--- config.mk ---
export PLATFORM = sky130hd
export DESIGN_NAME = rr_mux4_arbiter
export DESIGN_NICKNAME = d
export VERILOG_FILES = /design/src/rtl/rr_mux4_arbiter_pkg.sv /design/src/rtl/rr_mux4_arbiter_pick.sv /design/src/rtl/rr_mux4_arbiter.sv
export SDC_FILE = /design/constraint.sdc
export NUM_CORES = 1
export LEC_CHECK = 0
export ABC_AREA = 1
export ABC_CLOCK_PERIOD_IN_PS = 2120
export CORE_UTILIZATION = 60
export DETAILED_ROUTE_END_ITERATION = 8
export DONT_BUFFER_PORTS = 1
export PLACE_DENSITY_LB_ADDON = 0.25
export SYNTH_ARGS = -nofsm -noshare
export SYNTH_HDL_FRONTEND = slang
export SYNTH_HIERARCHICAL = 1
export SYNTH_SLANG_ARGS = --single-unit
--- constraint.sdc ---
create_clock -name clk -period 2.12 [get_ports clk]
set_input_delay 0.212 -clock clk [delete_from_list [all_inputs] [get_ports clk]]
set_output_delay 0.212 -clock clk [all_outputs]
set_load 0.01 [all_outputs]
--- src/rtl/rr_mux4_arbiter_pkg.sv ---
// Shared types and helpers for the 4-requester round-robin arbiter.
//   state_e : arbiter FSM state (idle / burst granted)
//   NREQ    : number of requesters
//   SELW    : width of the mux select / requester index
//   next_rr : round-robin winner, scanning ptr+1, ptr+2, ptr+3, ptr
package rr_mux4_arbiter_pkg;

  localparam int unsigned NREQ = 4;
  localparam int unsigned SELW = 2;

  typedef enum logic [0:0] {
    StIdle  = 1'b0,
    StGrant = 1'b1
  } state_e;

  // The offset loop runs downwards so that the smallest offset from ptr+1 is
  // assigned last and wins. Offset 4 wraps to ptr itself, which is the lowest
  // priority. The result is ptr when req is zero; callers qualify it with |req.
  function automatic logic [SELW-1:0] next_rr(input logic [NREQ-1:0] req,
                                               input logic [SELW-1:0] ptr);
    logic [SELW-1:0] idx;
    next_rr = ptr;
    for (int i = NREQ; i >= 1; i--) begin
      idx = ptr + SELW'(i);
      if (req[idx]) next_rr = idx;
    end
  endfunction

endpackage

--- src/rtl/rr_mux4_arbiter_pick.sv ---
// Combinational round-robin priority rotator.
//   req_i    : request vector, one bit per requester
//   ptr_i    : index of the most recently served requester (lowest priority)
//   winner_o : index of the selected requester (valid only when any_o is high)
//   any_o    : at least one request is present
module rr_pick4
  import rr_mux4_arbiter_pkg::*;
(
  input  logic [NREQ-1:0] req_i,
  input  logic [SELW-1:0] ptr_i,
  output logic [SELW-1:0] winner_o,
  output logic            any_o
);

  always_comb begin
    winner_o = next_rr(req_i, ptr_i);
    any_o    = |req_i;
  end

endmodule

--- src/rtl/rr_mux4_arbiter.sv ---
// Round-robin arbiter sharing one 4:1 valid/ready datapath among four requesters.
// A winner is chosen in idle, registered into sel/gnt, and its data is streamed
// until the burst ends (last), the hold limit is hit, or the requester aborts.
//   clk, rst   : clock, asynchronous active-high reset
//   req, last  : per-requester valid and end-of-burst flag
//   din        : packed requester data, requester k at [k*DW +: DW]
//   out_ready  : downstream ready
//   out_valid, out_data, out_last : streamed beat from the granted requester
//   gnt, sel   : registered one-hot grant and mux select
//   busy       : a grant is active
module rr_mux4_arbiter
  import rr_mux4_arbiter_pkg::*;
#(
  parameter int unsigned DW       = 8,
  parameter int unsigned MAX_HOLD = 4
) (
  input  logic                 clk,
  input  logic                 rst,
  input  logic [NREQ-1:0]      req,
  input  logic [NREQ-1:0]      last,
  input  logic [NREQ*DW-1:0]   din,
  input  logic                 out_ready,
  output logic                 out_valid,
  output logic [DW-1:0]        out_data,
  output logic                 out_last,
  output logic [NREQ-1:0]      gnt,
  output logic [SELW-1:0]      sel,
  output logic                 busy
);

  localparam logic [3:0] MaxHoldCnt = 4'(MAX_HOLD);

  state_e          state_q, state_d;
  logic [SELW-1:0] ptr_q, ptr_d;
  logic [SELW-1:0] sel_q, sel_d;
  logic [NREQ-1:0] gnt_q, gnt_d;
  logic [3:0]      beat_cnt_q, beat_cnt_d;

  logic [SELW-1:0] winner;
  logic            any_req;
  logic            granted;
  logic            accept;
  logic [3:0]      beat_cnt_inc;
  logic [DW-1:0]   sel_data;

  rr_pick4 u_pick (
    .req_i    (req),
    .ptr_i    (ptr_q),
    .winner_o (winner),
    .any_o    (any_req)
  );

  always_comb begin
    sel_data = '0;
    for (int k = 0; k < NREQ; k++) begin
      if (sel_q == SELW'(k)) sel_data = din[k*DW +: DW];
    end
  end

  assign granted      = (state_q == StGrant);
  assign out_valid    = granted & req[sel_q];
  assign out_data     = sel_data;
  assign out_last     = granted & req[sel_q] & last[sel_q];
  assign accept       = out_valid & out_ready;
  assign beat_cnt_inc = beat_cnt_q + 4'd1;

  always_comb begin
    state_d    = state_q;
    ptr_d      = ptr_q;
    sel_d      = sel_q;
    gnt_d      = gnt_q;
    beat_cnt_d = beat_cnt_q;
    unique case (state_q)
      StIdle: begin
        if (any_req) begin
          sel_d      = winner;
          gnt_d      = NREQ'(1) << winner;
          beat_cnt_d = '0;
          state_d    = StGrant;
        end
      end
      StGrant: begin
        // Abort, end of burst and hold limit all release the same way; ptr
        // takes the served index so it drops to lowest priority next round.
        if (!req[sel_q] || (accept && (last[sel_q] || beat_cnt_inc == MaxHoldCnt))) begin
          ptr_d      = sel_q;
          gnt_d      = '0;
          beat_cnt_d = '0;
          state_d    = StIdle;
        end else if (accept) begin
          beat_cnt_d = beat_cnt_inc;
        end
      end
      default: state_d = StIdle;
    endcase
  end

  always_ff @(posedge clk or posedge rst) begin
    if (rst) begin
      state_q    <= StIdle;
      ptr_q      <= 2'd3;
      sel_q      <= '0;
      gnt_q      <= '0;
      beat_cnt_q <= '0;
    end else begin
      state_q    <= state_d;
      ptr_q      <= ptr_d;
      sel_q      <= sel_d;
      gnt_q      <= gnt_d;
      beat_cnt_q <= beat_cnt_d;
    end
  end

  assign gnt  = gnt_q;
  assign sel  = sel_q;
  assign busy = granted;

endmodule
==> results of run 1 <==
## through the flow
step	setup WS, ps	cells
final	332	219
after global routing	195	219
after CTS	143	219
after detailed placement	456	214
after global placement	519	214
after floorplan	692	191
## timing repair
action                                  in CTS  in global routing
hold buffers                                 1                  0
resized for setup                            0                  1
endpoints found under the setup margin       0                  1
endpoints found under the hold margin       11                  0
## per-layer routing
metal	part of all wire, %	global-route usage [%]	vias to the layer above	wire (um)
li1	-	-	617	-
met1	39	28.8	532	1090
met2	48	43.3	78	1340
met3	9.2	2.35	17	257
met4	3.5	12.6	0	98
met5	0	0	-	0
## cell type report
class                   count  share of cell area, %
clock buffers               4                   2.11
inverters                  29                   9.34
multi-input cells         147                   58.8
flip-flops and latches     13                   26.4
well taps                  25                   2.51
repair buffers              1                  0.803
## path summary, 6_finish.rpt
kind,start,to,slack [ps]
hold / removal,out_ready,beat_cnt_q[0],280
min in group asynchronous,rst,beat_cnt_q[3],390
max in group asynchronous,rst,ptr_q[0],1360
setup reg to reg,ptr_q[0],gnt[1],500
setup / recovery,sel[0],out_data[5],330
hold reg to reg,beat_cnt_q[3],beat_cnt_q[3],510
## cell usage in the layout (no fill, tap or decap), drive strengths merged
master / instances
nand2: 89
inv: 27
nand3: 16
nor2: 13
dfrtp: 11
nand4: 10
o21ai: 8
a221oi: 4
a21oi: 4
clkbuf: 4
clkinv: 2
ha: 2
dfstp: 2
dlygate4sd3: 1
o211ai: 1
## worst register-to-register path, stage by stage, from the launching register on
cell and delay, ps:
dfstp_2 670, nand2_1 100, nand2_2 100, nand2_2 70
o211ai_1 110, nand3_1 100, nand2_1 150, inv_1 80
nand3_1 90, nand2_1 60
## logic make-up (layout without fill, tap and decap cells)
group                      count (synthesis)  count (layout)
AOI/OAI and AO/OA                         17              17
adders and majority gates                  2               2
buffers and inverters                     31              34
DFF                                       13              13
and+or+nand+nor                          128             128
## where the power goes
group	leakage (uW)	internal, uW	switching (uW)
Combinational	0.000517	364	802
Sequential	0.000164	345	178
Clock	0.0000150	72.9	76.3
## state kept, by name, summed over array words and instances, names as in the netlist
signal / count
sel: 2
ptr_q: 2
beat_cnt_q: 4
busy: 1
gnt: 4
==> key figures, run 1 <==
Worst hold path
  • Hold path cells: 4
  • HP Class: input pin to flip-flop

Global route
  • Initial antenna violation count: 0
  • Largest net degree at the start of global routing: 16
  • First-pass GRT wire length: ~3900 um
  • Vias in the first global route: roughly 1.0k
  • GRT Util Overall: 24.4%
  • Grt ovf: 0

STA
  • RSZ-0062 raised after global routing: false
  • Max Clk Rate: between 0.5 and 0.6 GHz
  • Final Skew: 5.76 ps
  • Final setup fails: 0
  • Fin crit share: between 80% and 90%
  • Slew @ Worst Pin: between 500 and 600 ps
  • Final Hold Viols: 0
  • Hold slack: approximately 280 ps
  • Setup_tns: 0 ps
  • Slew margin rel.: between 60% and 70%
  • Final Critical Period: about 1800 ps
  • Pins Over Slew Limit: 0

Synth
  • Adder and majority gate portion of the synthesized area: roughly 2.1%
  • Post-synth top flop: dfrtp_1
  • Simple-Gate Fraction of Synth Area: about half
  • Mapped Area: 1200 sq um
  • Synth area leader: dfrtp_1
  • Post-synthesis mux area share: 0%
  • Post-Syn Instances: between 150 and 200
  • Synth top area share: 22.9%
  • Synth area leaders: dfrtp_1 (23%), nand2_1 (23%), inv_1 (6.9%)
  • Post-synth EDFFs: 0
  • Ys Warns: 6
  • Seq/Total Area, Yosys: between 20% and 30%
  • Post-synthesis compound-gate area fraction: 9.80%
  • Cell variety after synth: 20
  • Most frequent cells after synthesis: nand2_1 (73), inv_1 (22), nand3_1 (16)
  • Most common cell in the netlist: nand2_1
  • Syn Area/Cell: between 6 and 7 sq um
  • Yosys reg bits: 13
  • Main combinational cell family by area after synthesis: simple AND/OR/NAND/NOR gates
  • Asr flop ratio synth: 100%
  • XOR/XNOR Fraction of Synth Area: 0%
  • Synthesized Nets: about 240

Setup path
  • Crit path kind: flip-flop to primary output
  • Family with the most delay on the worst path: flip-flops
  • CP Capture Type: primary output
  • CP Depth: 5
  • Crit path required time: about 1900 ps
  • CP bufs+invs: 2
  • CP peak stage delay: ~570 ps
  • CP startpoint kind: flip-flop
  • Reg2reg path depth: 9
  • Critical path arrival: roughly 1600 ps
  • Slowest stage cell, crit path: dfrtp_2
  • Crit-path cells: inv_2 > nand2_1 > inv_1 > a221oi_1 > a21oi_1
  • CP Max Fanout: 15

Die
  • Core outline area: approximately 1800 sq um
  • Die extent in x: 46.7 um
  • Num rows: 15
  • Starting Density: 66.6%
  • Number of I/O pins: 60
  • Die area: between 2000 and 2500 sq um
  • Die H: between 40 and 50 um

Run status
  • Outcome: finished clean

Cells and area
  • Multi-input gate area: approximately 730 sq um
  • Layout cells sized above 1: between 10% and 20%
  • FF/Latch Area: between 300 and 400 sq um
  • # fillers: 149
  • ANT cells: 0
  • Core Util, Final: slightly below 70%
  • Nets@finish: 240
  • Syn-to-layout area delta: 3.86%
  • Finished Cell Area: 1250 sq um

Placed design
  • Dpl cell area: 1210 sq um
  • Number of port buffers: 0
  • Final HPWL DP: approximately 2200 um
  • GP Congestion: 0.844

Drt
  • Vias per cell: approximately 5.7
  • Vias: between 1k and 1.5k
  • DR WL/cell: approximately 13 um
  • DR pass1 iterations: 4
  • DRT antenna net count: 0
  • Routed wire length: 2780 um
  • DRC: 0
  • Violation count after the first detailed-route iteration: 60

CTS
  • Htree depth: 1
  • CTS tree: built
  • Sink Count: 13
  • TritonCTS Buffers: 3
  • Setup Fix Bufs, Post-CTS: 0
  • Clk root buf: clkbuf_4
  • Skew-Pair Late Insertion Delay: around 270 ps
  • Clock slew at reported path FFs: ~80 ps
  • Bufs on Longest Clock Path: 2

Run
  • MaxCap Viol Count: 0

Power
  • Maximum VDD drop: around 0.96 mV
  • Leak Pwr: roughly 0.00070 uW
  • Power density over the cells: between 1000 and 1500 nW/um^2
  • Pwr Total: 1840 uW
(Power assumes the default switching activity.)
==> run 2, diff against run 1 <==
ABC_CLOCK_PERIOD_IN_PS = 1500   (was 2120)
CORE_UTILIZATION = 56   (was 60)
clock period = 1.5 ns   (was 2.12 ns; I/O delays follow)
==> key figures, run 2 (synthesized netlist as in run 1, its figures left out) <==
Drt
  • DRT antenna net count: 0 (unchanged)
  • Vias per cell: 6.34 (+12%)
  • DR pass1 iterations: 8 (+4)
  • Routed wire length: 4750 um (+71%)
  • Violation count after the first detailed-route iteration: 85 (+42%)
  • DRC: 0 (unchanged)
  • DR WL/cell: 19.2 um (+52%)
  • Vias: 1565 (+26%)

Cells and area
  • Syn-to-layout area delta: 47.4%
  • ANT cells: 0 (unchanged)
  • Nets@finish: 266 (+11%)
  • Non-filler cells, final: 247 (+13%)
  • Most common cell after layout, fill and taps aside: nand2_1
  • Most frequent cells in the layout: nand2_1 (48), nand2_2 (23), buf_4 (21)
  • Layout cells sized above 1: 50.0% (+33 points)

STA
  • Final Skew: 4.46 ps (-1.30 ps)
  • Slew margin rel.: 67.2% (+0.92 points)
  • Pins Over Slew Limit: 0 (unchanged)
  • Fin crit share: 109%
  • Final Critical Period: ~1600 ps
  • Final Hold Viols: 0 (unchanged)
  • RSZ-0062 raised after global routing: true
  • Final setup fails: 22 (+22)
  • Slew @ Worst Pin: 492 ps (-12.5 ps)
  • Max Clk Rate: 0.610 GHz
  • Post-route worst setup slack: -139 ps (-471 ps)

CTS
  • Clk root buf: clkbuf_4
  • Htree depth: 1 (unchanged)
  • TritonCTS Buffers: 3 (unchanged)
  • Clock slew at reported path FFs: 80 ps (about the same)
  • Bufs on Longest Clock Path: 2 (unchanged)
  • Sink Count: 13 (unchanged)
  • CTS tree: built
  • Skew-Pair Late Insertion Delay: 290 ps (+20 ps)

Die
  • Starting Density: 60.5% (-6.1 points)
  • Die area: 2330 sq um (+6.8%)
  • Die extent in x: 48.3 um (+3.4%)
  • Die H: 48.3 um (+3.4%)
  • Core outline area: 1980 sq um (+10%)
  • Number of I/O pins: 60 (unchanged)
  • Num rows: 16 (+1)

Power
  • Power density over the cells: 2400 nW/um^2 (+63%)
  • Seq pwr share: 17.0% (-11 points)
  • Sw Pwr: 2380 uW (+130%)
  • Sw Ratio: 56.0% (-1.5 points)
  • Leak Pwr: 0.000895 uW (+28%)
  • Comb pwr share: 77.5% (+14 points)
  • Internal power: 1870 uW (+140%)
  • Clk pwr share: 5.4% (-2.7 points)
  • Maximum VDD drop: 1.91 mV (+99%)

Placed design
  • Inst Count DP: 223 (+4.2%)
  • Final HPWL DP: 2400 um (+9.2%)
  • Number of port buffers: 0 (unchanged)
  • GP Congestion: 0.871 (+3.2%)
  • DP Worst Slack: -130 ps (-586 ps)

Global route
  • Vias in the first global route: 1245 (+21%)
  • GRT Util Overall: 33.8% (+9.5 points)
  • Initial antenna violation count: 0 (unchanged)
  • Grt ovf: 0 (unchanged)
  • First-pass GRT wire length: 5300 um (+38%)
  • Largest net degree at the start of global routing: 14 (-2)

Setup path
  • CP startpoint kind: flip-flop
  • CP Capture Type: flip-flop
  • CP Launch Point: ptr_q[0]
  • Critical path arrival: 1820 ps (+240 ps)
  • Crit path kind: flip-flop to flip-flop
  • Reg2reg path depth: 10 (+1)
  • Reg2reg start: ptr_q[0]
  • CP Max Fanout: 5 (-10)
  • Crit path required time: 1680 ps (-230 ps)

Run status
  • Failing checks: setup timing
  • Outcome: complete, but fails checks

Run
  • MaxCap Viol Count: 0 (unchanged)

Worst hold path
  • Hold Crit Start: out_ready
  • Hold path cells: 4 (unchanged)
  • HP Class: input pin to flip-flop
## run 2: worst paths after layout
kind / to / slack (ps)
min in group asynchronous: busy / 330
hold reg to reg: beat_cnt_q[3] / 560
setup / recovery: gnt[1] / -140
max in group asynchronous: sel[1] / 800
setup reg to reg: gnt[1] / -140
hold / removal: beat_cnt_q[0] / 210
## run 2: critical path, cell delays in order (launching register included)
cell and delay (ps):
dfstp_2 580, buf_6 130, nand2_1 100, nand2_4 120, nand2_4 60, o211ai_1 110
nand3_2 130, nand2_4 110, inv_2 50, nand3_1 80, nand2_1 50
## run 2: through the flow
| step | power, uW | hold WS, ps | util [%] | setup TNS, ps | instance area (sq um) |
|---|---|---|---|---|---|
| 2_1_floorplan | 2130 | 25.5 | - | 0 | 1200 |
| 4_1_cts | 3490 | 212 | 80.2 | -121 | 1590 |
| 3_3_place_gp | 2450 | 88.5 | 63.8 | -12.6 | 1260 |
| 3_5_place_dp | 2540 | 88.0 | 63.8 | -386 | 1260 |
| 6_report | 4250 | 213 | 89.3 | -2070 | 1770 |
| 5_1_grt | 4520 | 239 | 89.3 | -4010 | 1770 |
## run 2: cell type report
class | count | area, sq um
inverter | 29 | 139
multi-input combinational | 147 | 997
clock buffer | 4 | 26.3
sequential | 13 | 332
fill | 80 | 213
tap | 27 | 33.8
timing repair buffer | 27 | 241
## run 2: what timing repair did
item	CTS	global route
hold buffers	1	0
hold endpoints to repair	11	0
setup buffers	16	3
resized for setup	45	42
pin swaps	18	20
setup endpoints to repair	15	23
## run 2: layer usage
metal  track usage, %  vias to the layer above  wire, um
met3             6.30                       32       416
met4             21.7                        0       214
li1                 -                      671         -
met5                0                        -         0
met2             54.9                      122      2350
met1             41.0                      740      1770
## run 2: power by group through the flow
stage	Clock [uW]	Sequential [uW]	Combinational, uW
after global placement	0	700	1750
after global routing	246	734	3540
after floorplan	0	639	1490
after detailed placement	0	708	1830
after CTS	225	697	2560
final	231	724	3300
==> run 3, diff against run 2 <==
GPL_TIMING_DRIVEN = 0   (was unset)
PLACE_DENSITY = 0.85   (was unset)
PLACE_DENSITY_LB_ADDON = unset   (was 0.25)
SYNTH_HIERARCHICAL = unset   (was 1)
==> key figures, run 3 <==
Power
  • Leak Pwr: 0.000795 uW (-11%)
  • Maximum VDD drop: 1.62 mV (-15%)
  • Power density over the cells: 2490 nW/um^2 (+3.4%)

Setup path
  • CP Max Fanout: 5 (unchanged)
  • Crit path required time: 1350 ps (-330 ps)
  • CP startpoint kind: flip-flop
  • CP Capture Type: primary output
  • Critical path arrival: 1490 ps (-330 ps)
  • Crit path kind: flip-flop to primary output

Cells and area
  • Syn-to-layout area delta: 38.1%
  • Most common cell after layout, fill and taps aside: nand2_1
  • Core Util, Final: 81.8% (-7.5 points)
  • # fillers: 132 (+65%)
  • Finished Cell Area: 1590 sq um (-10%)
  • Layout cells sized above 1: 51.0% (+1.0 points)
  • Most frequent cells in the layout: nand2_1 (34), nand2_2 (30), buf_4 (15)
  • Nets@finish: 244 (-8.3%)
  • ANT cells: 0 (unchanged)

Global route
  • Grt ovf: 0 (unchanged)
  • Largest net degree at the start of global routing: 14 (unchanged)
  • First-pass GRT wire length: 4710 um (-11%)
  • Initial antenna violation count: 0 (unchanged)
  • Vias in the first global route: 1156 (-7.1%)
  • GRT Util Overall: 29.7% (-4.1 points)

Synth
  • Asr flop ratio synth: 100% (unchanged)
  • Most common cell in the netlist: nand2_1
  • Most frequent cells after synthesis: nand2_1 (65), inv_1 (19), nor2_1 (14)
  • Syn Area/Cell: 6.61 sq um (+5.2%)
  • Ys Warns: 0 (-6)
  • Post-synth EDFFs: 0 (unchanged)
  • Yosys reg bits: 13 (unchanged)
  • Post-synth top flop: dfrtp_1
  • Cell variety after synth: 24 (+20%)
  • Synthesized Nets: 219 (-7.2%)
  • Post-Syn Instances: 174 (-8.9%)
  • Synth area leader: dfrtp_1
  • Synth area leaders: dfrtp_1 (24%), nand2_1 (21%), nand4_1 (7.1%)
  • Synth top area share: 23.9% (+1.0 points)
  • Seq/Total Area, Yosys: 28.5% (+1.2 points)
  • Mapped Area: 1150 sq um (-4.2%)

Drt
  • Vias: 1374 (-12%)
  • DRC: 0 (unchanged)
  • Vias per cell: 6.11 (-3.6%)
  • DR WL/cell: 16.8 um (-12%)
  • DRT antenna net count: 0 (unchanged)
  • DR pass1 iterations: 4 (-4)
  • Routed wire length: 3790 um (-20%)
  • Violation count after the first detailed-route iteration: 31 (-64%)

Run
  • MaxCap Viol Count: 0 (unchanged)

Worst hold path
  • HP Class: input pin to flip-flop

Placed design
  • Final HPWL DP: 2130 um (-11%)
  • Number of port buffers: 0 (unchanged)
  • Dpl cell area: 1180 sq um (-6.3%)
  • GP Congestion: 0.744 (-15%)

CTS
  • Clock slew at reported path FFs: 80 ps (about the same)
  • Clk root buf: clkbuf_4
  • TritonCTS Buffers: 3 (unchanged)
  • Bufs on Longest Clock Path: 2 (unchanged)
  • Htree depth: 1 (unchanged)
  • CTS tree: built
  • Sink Count: 13 (unchanged)
  • Skew-Pair Late Insertion Delay: 290 ps (about the same)

STA
  • Slew margin rel.: 66.0% (-1.2 points)
  • Final Skew: 4.25 ps (-0.203 ps)
  • Pins Over Slew Limit: 0 (unchanged)
  • Slew @ Worst Pin: 509 ps (+17.3 ps)
  • Final Hold Viols: 0 (unchanged)
  • Final Critical Period: 1640 ps (+1.69 ps)
  • Fin crit share: 109% (+0.11 points)
  • Post-route worst setup slack: -141 ps (-1.69 ps)
  • Final setup fails: 23 (+4.5%)
  • Max Clk Rate: 0.609 GHz (-0.10%)
  • RSZ-0062 raised after global routing: true

Run status
  • Outcome: complete, but fails checks
  • Failing checks: setup timing

Die
  • Core outline area: 1940 sq um (-2.0%)
  • Die H: 47.3 um (-2.0%)
  • Die extent in x: 47.3 um (-2.0%)
  • Number of I/O pins: 60 (unchanged)
  • Num rows: 16 (unchanged)
  • Starting Density: 59.2% (-1.3 points)
  • Die area: 2240 sq um (-4.0%)
## run 3: layout make-up
class | count | area (sq um) | share of cell area, %
clock buffer | 4 | 26.3 | 1.65
multi-input combinational | 136 | 913 | 57.5
sequential | 13 | 332 | 20.9
inverter | 24 | 104 | 6.54
tap | 27 | 33.8 | 2.13
buffer | 1 | 11.3 | 0.709
timing repair buffer | 20 | 168 | 10.6
## run 3: worst max-delay path, stage by stage (launching register included)
cell and delay (ps):
dfrtp_2 490, buf_6 170, buf_4 140, a221oi_2 280, a21oi_2 120
## run 3: power by group
part	total, uW	leakage (uW)	switching, uW	internal, uW
logic	2980	0.000618	1830	1140
registers	741	0.000162	242	499
clock network	229	0.0000150	126	103
## run 3: what timing repair did
item	in CTS	in global routing
setup buffers	12	7
cloned	0	1
hold buffers	1	0
endpoints found under the hold margin	11	0
gates resized for setup	37	34
setup endpoints to repair	22	23
pin swaps	21	30
## run 3: worst paths after layout
path,from,end,slack [ps],depth (start not counted)
hold reg to reg,beat_cnt_q[3],beat_cnt_q[3],530,2
setup / recovery,sel[0],out_data[1],-140,4
max in group asynchronous,rst,sel[0],780,2
min in group asynchronous,rst,beat_cnt_q[0],340,2
setup reg to reg,sel[0],gnt[1],-110,8
hold / removal,out_ready,busy,260,5
## run 3: per-layer routing
layer	track usage, %	wire length (um)	vias up	part of all wire [%]
met5	0	0	-	0
met4	9.71	143	0	3.8
met3	5.77	158	19	4.2
met2	52.3	2010	63	53
met1	36.0	1480	671	39
li1	-	-	621	-
## run 3: cell families (layout without fill, tap and decap cells)
group | after synthesis | after routing | synth area share [%]
AO/OA/AOI/OAI | 17 | 17 | 11.0
flip-flops | 13 | 13 | 28.5
buffers and inverters | 26 | 49 | 9.68
adder cells (fa/ha/maj) | 2 | 2 | 2.18
XOR/XNOR | 2 | 2 | 1.52
AND/OR/NAND/NOR | 114 | 115 | 47.1
## run 3: per-stage QoR
stage	hold slack [ps]	total power (uW)	worst slack [ps]	std cells	TNS, ps
global placement	73.7	2430	-107	201	-402
floorplan	25.5	2190	31.5	174	0
global route	289	4190	-210	225	-3260
detailed placement	86.9	2510	-190	201	-1020
CTS	251	3240	-122	217	-942
finish	259	3950	-141	225	-1810
